`config.mk`:
```
export PLATFORM = sky130hd
export DESIGN_NAME = nco_freq_meter_flat
export DESIGN_NICKNAME = d
export VERILOG_FILES = /design/src/rtl/nco_meas_pkg.sv /design/src/rtl/nco_freq_meter_if.sv /design/src/rtl/nco_zc_detect.sv /design/src/rtl/nco_freq_meter.sv /design/src/flat_wrapper.sv
export SDC_FILE = /design/constraint.sdc
export NUM_CORES = 1
export LEC_CHECK = 0
export CAP_MARGIN = 20
export CORE_MARGIN = 2
export CORE_UTILIZATION = 57
export DETAILED_ROUTE_END_ITERATION = 7
export PLACE_DENSITY = 0.84
export SYNTH_ARGS = -nofsm -noshare
export SYNTH_HDL_FRONTEND = slang
export SYNTH_SLANG_ARGS = --single-unit
```
`constraint.sdc`:
```
create_clock -name clk -period 4.9 [get_ports clk]
set_input_delay 0.98 -clock clk [delete_from_list [all_inputs] [get_ports clk]]
set_output_delay 0.98 -clock clk [all_outputs]
set_load 0.1 [all_outputs]
```
`src/rtl/nco_meas_pkg.sv`:
```
// nco_meas_pkg: shared state type and default
// widths for the NCO frequency meter.
package nco_meas_pkg;

  localparam int DATA_W_DEF = 13;
  localparam int HYST_DEF   = 64;
  localparam int NPER_DEF   = 4;
  localparam int CNT_W_DEF  = 24;

  typedef enum logic {
    SEEK,
    COUNT
  } state_e;

endpackage

```
`src/rtl/nco_freq_meter_if.sv`:
```
// nco_freq_meter_if: sample stream in,
// measurement results out.
interface nco_freq_meter_if #(
  parameter int DATA_W = nco_meas_pkg::DATA_W_DEF,
  parameter int CNT_W  = nco_meas_pkg::CNT_W_DEF
);

  logic                     in_valid;
  logic signed [DATA_W-1:0] sin_i;
  logic [CNT_W-1:0]         meas_o;
  logic                     meas_valid;
  logic                     lock_o;
  logic                     ovf_o;

  modport master (
    output in_valid, sin_i,
    input  meas_o, meas_valid, lock_o, ovf_o
  );

  modport slave (
    input  in_valid, sin_i,
    output meas_o, meas_valid, lock_o, ovf_o
  );

endinterface

```
`src/rtl/nco_zc_detect.sv`:
```
// nco_zc_detect: rising zero crossing with
// hysteresis; evt is qualified by the accepted sample.
module nco_zc_detect
  import nco_meas_pkg::*;
#(
  parameter int DATA_W = DATA_W_DEF,
  parameter int HYST   = HYST_DEF
) (
  input  logic                     clk,
  input  logic                     reset_n,
  input  logic                     acc,
  input  logic                     clear_i,
  input  logic signed [DATA_W-1:0] sin_i,
  output logic                     evt
);

  localparam logic signed [DATA_W-1:0] POS =
    DATA_W'(HYST);
  localparam logic signed [DATA_W-1:0] NEG = -POS;

  logic armed;
  logic lo;
  logic hi;

  assign lo  = sin_i <= NEG;
  assign hi  = sin_i >= POS;
  assign evt = acc & armed & hi;

  always_ff @(posedge clk or negedge reset_n) begin
    if (!reset_n) begin
      armed <= 1'b0;
    end else if (clear_i) begin
      armed <= 1'b0;
    end else if (acc & lo) begin
      armed <= 1'b1;
    end else if (evt) begin
      armed <= 1'b0;
    end
  end

endmodule

```
`src/rtl/nco_freq_meter.sv`:
```
// nco_freq_meter: counts accepted samples over
// NPER sine periods, with lock and overflow status.
module nco_freq_meter
  import nco_meas_pkg::*;
#(
  parameter int DATA_W = DATA_W_DEF,
  parameter int HYST   = HYST_DEF,
  parameter int NPER   = NPER_DEF,
  parameter int CNT_W  = CNT_W_DEF
) (
  input logic             clk,
  input logic             reset_n,
  input logic             clken,
  input logic             clear_i,
  nco_freq_meter_if.slave s
);

  localparam int PW = (NPER > 1) ? $clog2(NPER) : 1;
  localparam logic [PW-1:0] LAST = PW'(NPER - 1);

  state_e           state;
  state_e           state_n;
  logic [CNT_W-1:0] cnt;
  logic [CNT_W-1:0] cnt_n;
  logic [CNT_W-1:0] meas;
  logic [CNT_W-1:0] meas_n;
  logic [PW-1:0]    per_cnt;
  logic [PW-1:0]    per_n;
  logic             mv;
  logic             mv_n;
  logic             ovf;
  logic             ovf_n;
  logic             lock;
  logic             lock_n;
  logic             acc;
  logic             evt;
  logic             close;
  logic             cnt_max;

  assign acc     = clken & s.in_valid;
  assign cnt_max = &cnt;
  assign close   = evt & (per_cnt == LAST);

  nco_zc_detect #(
    .DATA_W (DATA_W),
    .HYST   (HYST)
  ) u_zc (
    .clk     (clk),
    .reset_n (reset_n),
    .acc     (acc),
    .clear_i (clear_i),
    .sin_i   (s.sin_i),
    .evt     (evt)
  );

  always_comb begin
    state_n = state;
    cnt_n   = cnt;
    per_n   = per_cnt;
    meas_n  = meas;
    lock_n  = lock;
    mv_n    = 1'b0;
    ovf_n   = 1'b0;
    if (clear_i) begin
      state_n = SEEK;
      cnt_n   = '0;
      per_n   = '0;
      lock_n  = 1'b0;
    end else if (acc) begin
      unique case (state)
        SEEK: begin
          cnt_n = '0;
          per_n = '0;
          if (evt) state_n = COUNT;
        end
        COUNT: begin
          // closing event also opens the next window
          unique case (1'b1)
            close: begin
              meas_n = cnt + 1'b1;
              mv_n   = 1'b1;
              lock_n = 1'b1;
              cnt_n  = '0;
              per_n  = '0;
            end
            (cnt_max && !close): begin
              ovf_n   = 1'b1;
              lock_n  = 1'b0;
              state_n = SEEK;
              cnt_n   = '0;
              per_n   = '0;
            end
            default: begin
              cnt_n = cnt + 1'b1;
              per_n = per_cnt + PW'(evt);
            end
          endcase
        end
        default: state_n = SEEK;
      endcase
    end
  end

  always_ff @(posedge clk or negedge reset_n) begin
    if (!reset_n) begin
      state   <= SEEK;
      cnt     <= '0;
      per_cnt <= '0;
      meas    <= '0;
      lock    <= 1'b0;
      mv      <= 1'b0;
      ovf     <= 1'b0;
    end else begin
      state   <= state_n;
      cnt     <= cnt_n;
      per_cnt <= per_n;
      meas    <= meas_n;
      lock    <= lock_n;
      mv      <= mv_n;
      ovf     <= ovf_n;
    end
  end

  assign s.meas_o     = meas;
  assign s.meas_valid = mv & clken;
  assign s.lock_o     = lock;
  assign s.ovf_o      = ovf & clken;

endmodule

```
`src/flat_wrapper.sv`:
```
// flat-port wrapper written by rule: the top's interface ports become plain ports
module nco_freq_meter_flat import nco_meas_pkg::*;
#(
  parameter int DATA_W = DATA_W_DEF,
  parameter int HYST   = HYST_DEF,
  parameter int NPER   = NPER_DEF,
  parameter int CNT_W  = CNT_W_DEF
)
  (clk, reset_n, clken, clear_i, s_in_valid, s_sin_i, s_meas_o, s_meas_valid, s_lock_o, s_ovf_o);
  nco_freq_meter_if #(.DATA_W(DATA_W), .CNT_W(CNT_W)) s_i ();
  input logic clk;
  input logic reset_n;
  input logic clken;
  input logic clear_i;
  input wire logic [$bits(s_i.in_valid)-1:0] s_in_valid;
  input wire logic [$bits(s_i.sin_i)-1:0] s_sin_i;
  output wire logic [$bits(s_i.meas_o)-1:0] s_meas_o;
  output wire logic [$bits(s_i.meas_valid)-1:0] s_meas_valid;
  output wire logic [$bits(s_i.lock_o)-1:0] s_lock_o;
  output wire logic [$bits(s_i.ovf_o)-1:0] s_ovf_o;
  assign s_i.in_valid = s_in_valid;
  assign s_i.sin_i = s_sin_i;
  assign s_meas_o = s_i.meas_o;
  assign s_meas_valid = s_i.meas_valid;
  assign s_lock_o = s_i.lock_o;
  assign s_ovf_o = s_i.ovf_o;
  nco_freq_meter #(.DATA_W(DATA_W), .HYST(HYST), .NPER(NPER), .CNT_W(CNT_W)) u_core (.clk(clk), .reset_n(reset_n), .clken(clken), .clear_i(clear_i), .s(s_i));
endmodule
```
==> summary.md <==
| Metric | Value |
|---|---|
| Die Wd | 73.92 um |
| Slew Limit Fails | 0 |
| Outcome | finished, final reports clean |
| Final Hold Viols | 0 |
| Sw Share | 22.22% |
| Initial antenna violation count | 0 |
| Pint | 625.1 uW |
| H-tree depth | 2 |
| Mapped Nets | 306 |
| Post-synth cell types | 43 |
| Syn Std Cell Area | 2786 um^2 |
| Crit-path max cell delay | 0.76 ns |
| All-Layer GR Usage | 23.47% |
| Warnings from Yosys | 0 |
| CP required | 5.14 ns |
| Top delay family on crit path | compound AO/OA/AOI/OAI gates |
| Synth area leaders | dfrtp_1, a21oi_1, nor2_1, nand2_1, xor2_1 |
| Yosys top cell area share | 49.39% |
| Largest net degree at the start of global routing | 56 |
| Drt drc | 0 |
| Die ar. | 5463 um^2 |
| Peak VDD IR | 0.0001847 V |
| IO buf count | 44 |
| Post-synthesis cell count | 286 |
| Post-CTS Resized | 0 |
| CTS tree | yes |
| Slowest stage cell, crit path | a311oi_4 |
| Final design utilization | 71.50% |
| Setup Buffers After CTS | 0 |
| Crit. End Element | register |
| Hold Slack | 0.5271 ns |
| Hold Crit Class | reg -> reg |
| Post-synth ARST share | 100.0% |
| Die H | 73.92 um |
| Post-synth top area cell | dfrtp_1 |
| Routed Antenna Nets | 0 |
| #FFs+latches synth | 55 |
| WL per Instance | 14.27 um |
| Least-Margin Pin Slew | 0.9842 ns |
| Combinational share of power | 4.5% |
| Register area share after synthesis | 49.39% |
| Pre-CTS WS | 1.614 ns |
| Clk slew on worst S/H paths | 0.11 ns |
| DP Cell Count | 388 |
| Nets | 348 |
| Synth Flop Type | dfrtp_1 |
| Top post-synthesis cells by count | dfrtp_1, a21oi_1, nor2_1 |
| Relative slew slack | 34.18% |
| Most instantiated library cell after synthesis | dfrtp_1 |
| Num CTS Buffers | 5 |
| Min cycle time layout | 2.984 ns |
| Post-synth EDFFs | 0 |
| Count of final setup violators | 0 |
| Share of layout cells above drive strength 1 | 9.119% |
| Power Dens Cells | 238.0 nW/um^2 |
| Pwr Total | 803.8 uW |
| CP max FO | 18 |
| Setup CP Type | in -> reg |
| Layout Cells excl Fill | 396 |
| Switching pwr | 178.6 uW |
| Drt first pass iters | 4 |
| DP Area | 3261 um^2 |
| Placer Congestion | 0.8120 |
| Worst Path Arrival | 3.23 ns |
| Routed WL | 5.651 mm |
| Num ports | 45 |
| RSZ-0062 raised after global routing | false |
| Iter 0 DRT Violations | 147 |
| Vias | 2,218 |
| Leakage dissipation | 1.444 nW |
| FILL cells | 372 |
| Row count | 25 |
| Clk buf depth | 2 |
| Clk_lat worst skew | 0.32 ns |
| Clk sinks | 55 |
| Vias per cell | 5.601 |
| Hold-fix buffers at CTS | 0 |
| Reg power frac | 56.6% |
| Number of global-route vias before repair | 2,164 |
| Clock power share | 38.9% |
| Worst path bufs/invs | 1 |
| Starting Density | 58.99% |
| Max-cap violation count | 0 |
| Global-route wire length before repair | 9.998 mm |
| CTS root buffer | clkbuf_8 |
| Critical-path cell list | clkdlybuf4s50_1 > nor4_2 > a21oi_2 > a311oi_4 > o21ai_0 > a31oi_1 |
| Hpwl dp | 3.915 mm |
| Final period utilization | 60.91% |
| Core ar. | 4723 um^2 |
| Fmax | 335.1 MHz |
| Area grow syn2layout | 21.19% |
| Max Clock Skew | 0.01163 ns |
| Gr ovfl total | 0 |
| Mean Syn Cell Area | 9.743 um^2 |
| Worst Setup Slack, final | 1.916 ns |
| Critical Path Source Type | input port |
| Final setup TNS | 0 ns |
| Finished Cell Area | 3377 um^2 |
| Antenna diode count | 0 |
==> final timing paths <==
| path | start | to | slack [ns] | cells after the start |
|---|---|---|---|---|
| min reg2reg | u_core.s.meas_o[0] | u_core.s.meas_o[0] | 0.53 | 2 |
| max in group asynchronous | reset_n | u_core.cnt[16] | 3.66 | 2 |
| min in group asynchronous | reset_n | u_core.s.meas_o[3] | 0.76 | 2 |
| min | u_core.s.meas_o[0] | u_core.s.meas_o[0] | 0.53 | 2 |
| max reg2reg | u_core.cnt[0] | u_core.per_cnt[1] | 2.09 | 6 |
| max | s_sin_i[7] | u_core.cnt[8] | 1.92 | 6 |
==> final cells by class <==
class                      instances  area [um^2]  area share, %
timing repair buffer              48        460.4          13.63
inverter                           6        22.52         0.6669
multi-input combinational        212         1318          39.01
clock inverter                     3        47.55          1.408
sequential                        55         1376          40.76
tap                               67        83.83          2.482
clock buffer                       5        68.82          2.038
==> power by group through the flow <==
stage / Combinational, mW / Sequential [mW] / Clock, mW
2_1_floorplan: 0.00852 / 0.464 / 0
3_3_place_gp: 0.0361 / 0.464 / 0
3_5_place_dp: 0.0367 / 0.464 / 0
4_1_cts: 0.0368 / 0.455 / 0.321
5_1_grt: 0.0401 / 0.455 / 0.338
6_report: 0.0363 / 0.455 / 0.313
==> registers in the layout, indices dropped and copies added (netlist names) <==
register,cells
u_core.s.meas_o,24
u_core.s.lock_o,1
u_core.cnt,24
u_core.per_cnt,2
u_core.mv,1
u_core.ovf,1
u_core.state,1
u_core.u_zc.armed,1
==> metal layers <==
| layer | vias to the layer above | share of wire (%) | GRT usage, % |
|---|---|---|---|
| li1 | 1092 | - | - |
| met1 | 1055 | 46 | 32.44 |
| met2 | 65 | 47 | 38.29 |
| met3 | 6 | 4.9 | 3.841 |
| met4 | 0 | 1.3 | 7.071 |
| met5 | - | 0 | 0 |
==> cells by family after synthesis <==
group / synth area share [%]
buffers and inverters: 3.412
DFF: 49.39
AOI/OAI and AO/OA: 15.00
muxes: 0.7633
xor gates and xnor gates: 6.915
adders and majority gates: 0.8979
and+or+nand+nor: 23.62
==> cell usage in the layout (no fill, tap or decap), types with 2 or more instances in the layout <==
master	count
dfrtp_1	55
clkdlybuf4s50_1	41
a21oi_1	33
nor2_1	32
nand2_1	29
o21ai_0	19
nand3_1	13
xor2_1	12
xnor2_1	10
a31oi_1	8
nor3_1	6
inv_1	6
buf_4	6
nand4_1	5
clkbuf_8	5
nor4_4	4
or3_1	4
o21ai_1	3
a21o_1	2
nor3b_1	2
and2_1	2
nand4_4	2
nand3_2	2
nand2b_1	2
nor4_1	2
and3_1	2
a22o_1	2
ha_1	2
==> worst reg2reg max path, cell delays in order, from the launching register on <==
cell	delay, ns
dfrtp_1	0.50
ha_1	0.31
nand3_2	0.15
nor4_4	0.74
a311o_1	0.68
o21ai_0	0.15
a21o_1	0.19
Power figures use the tool's default switching activity.
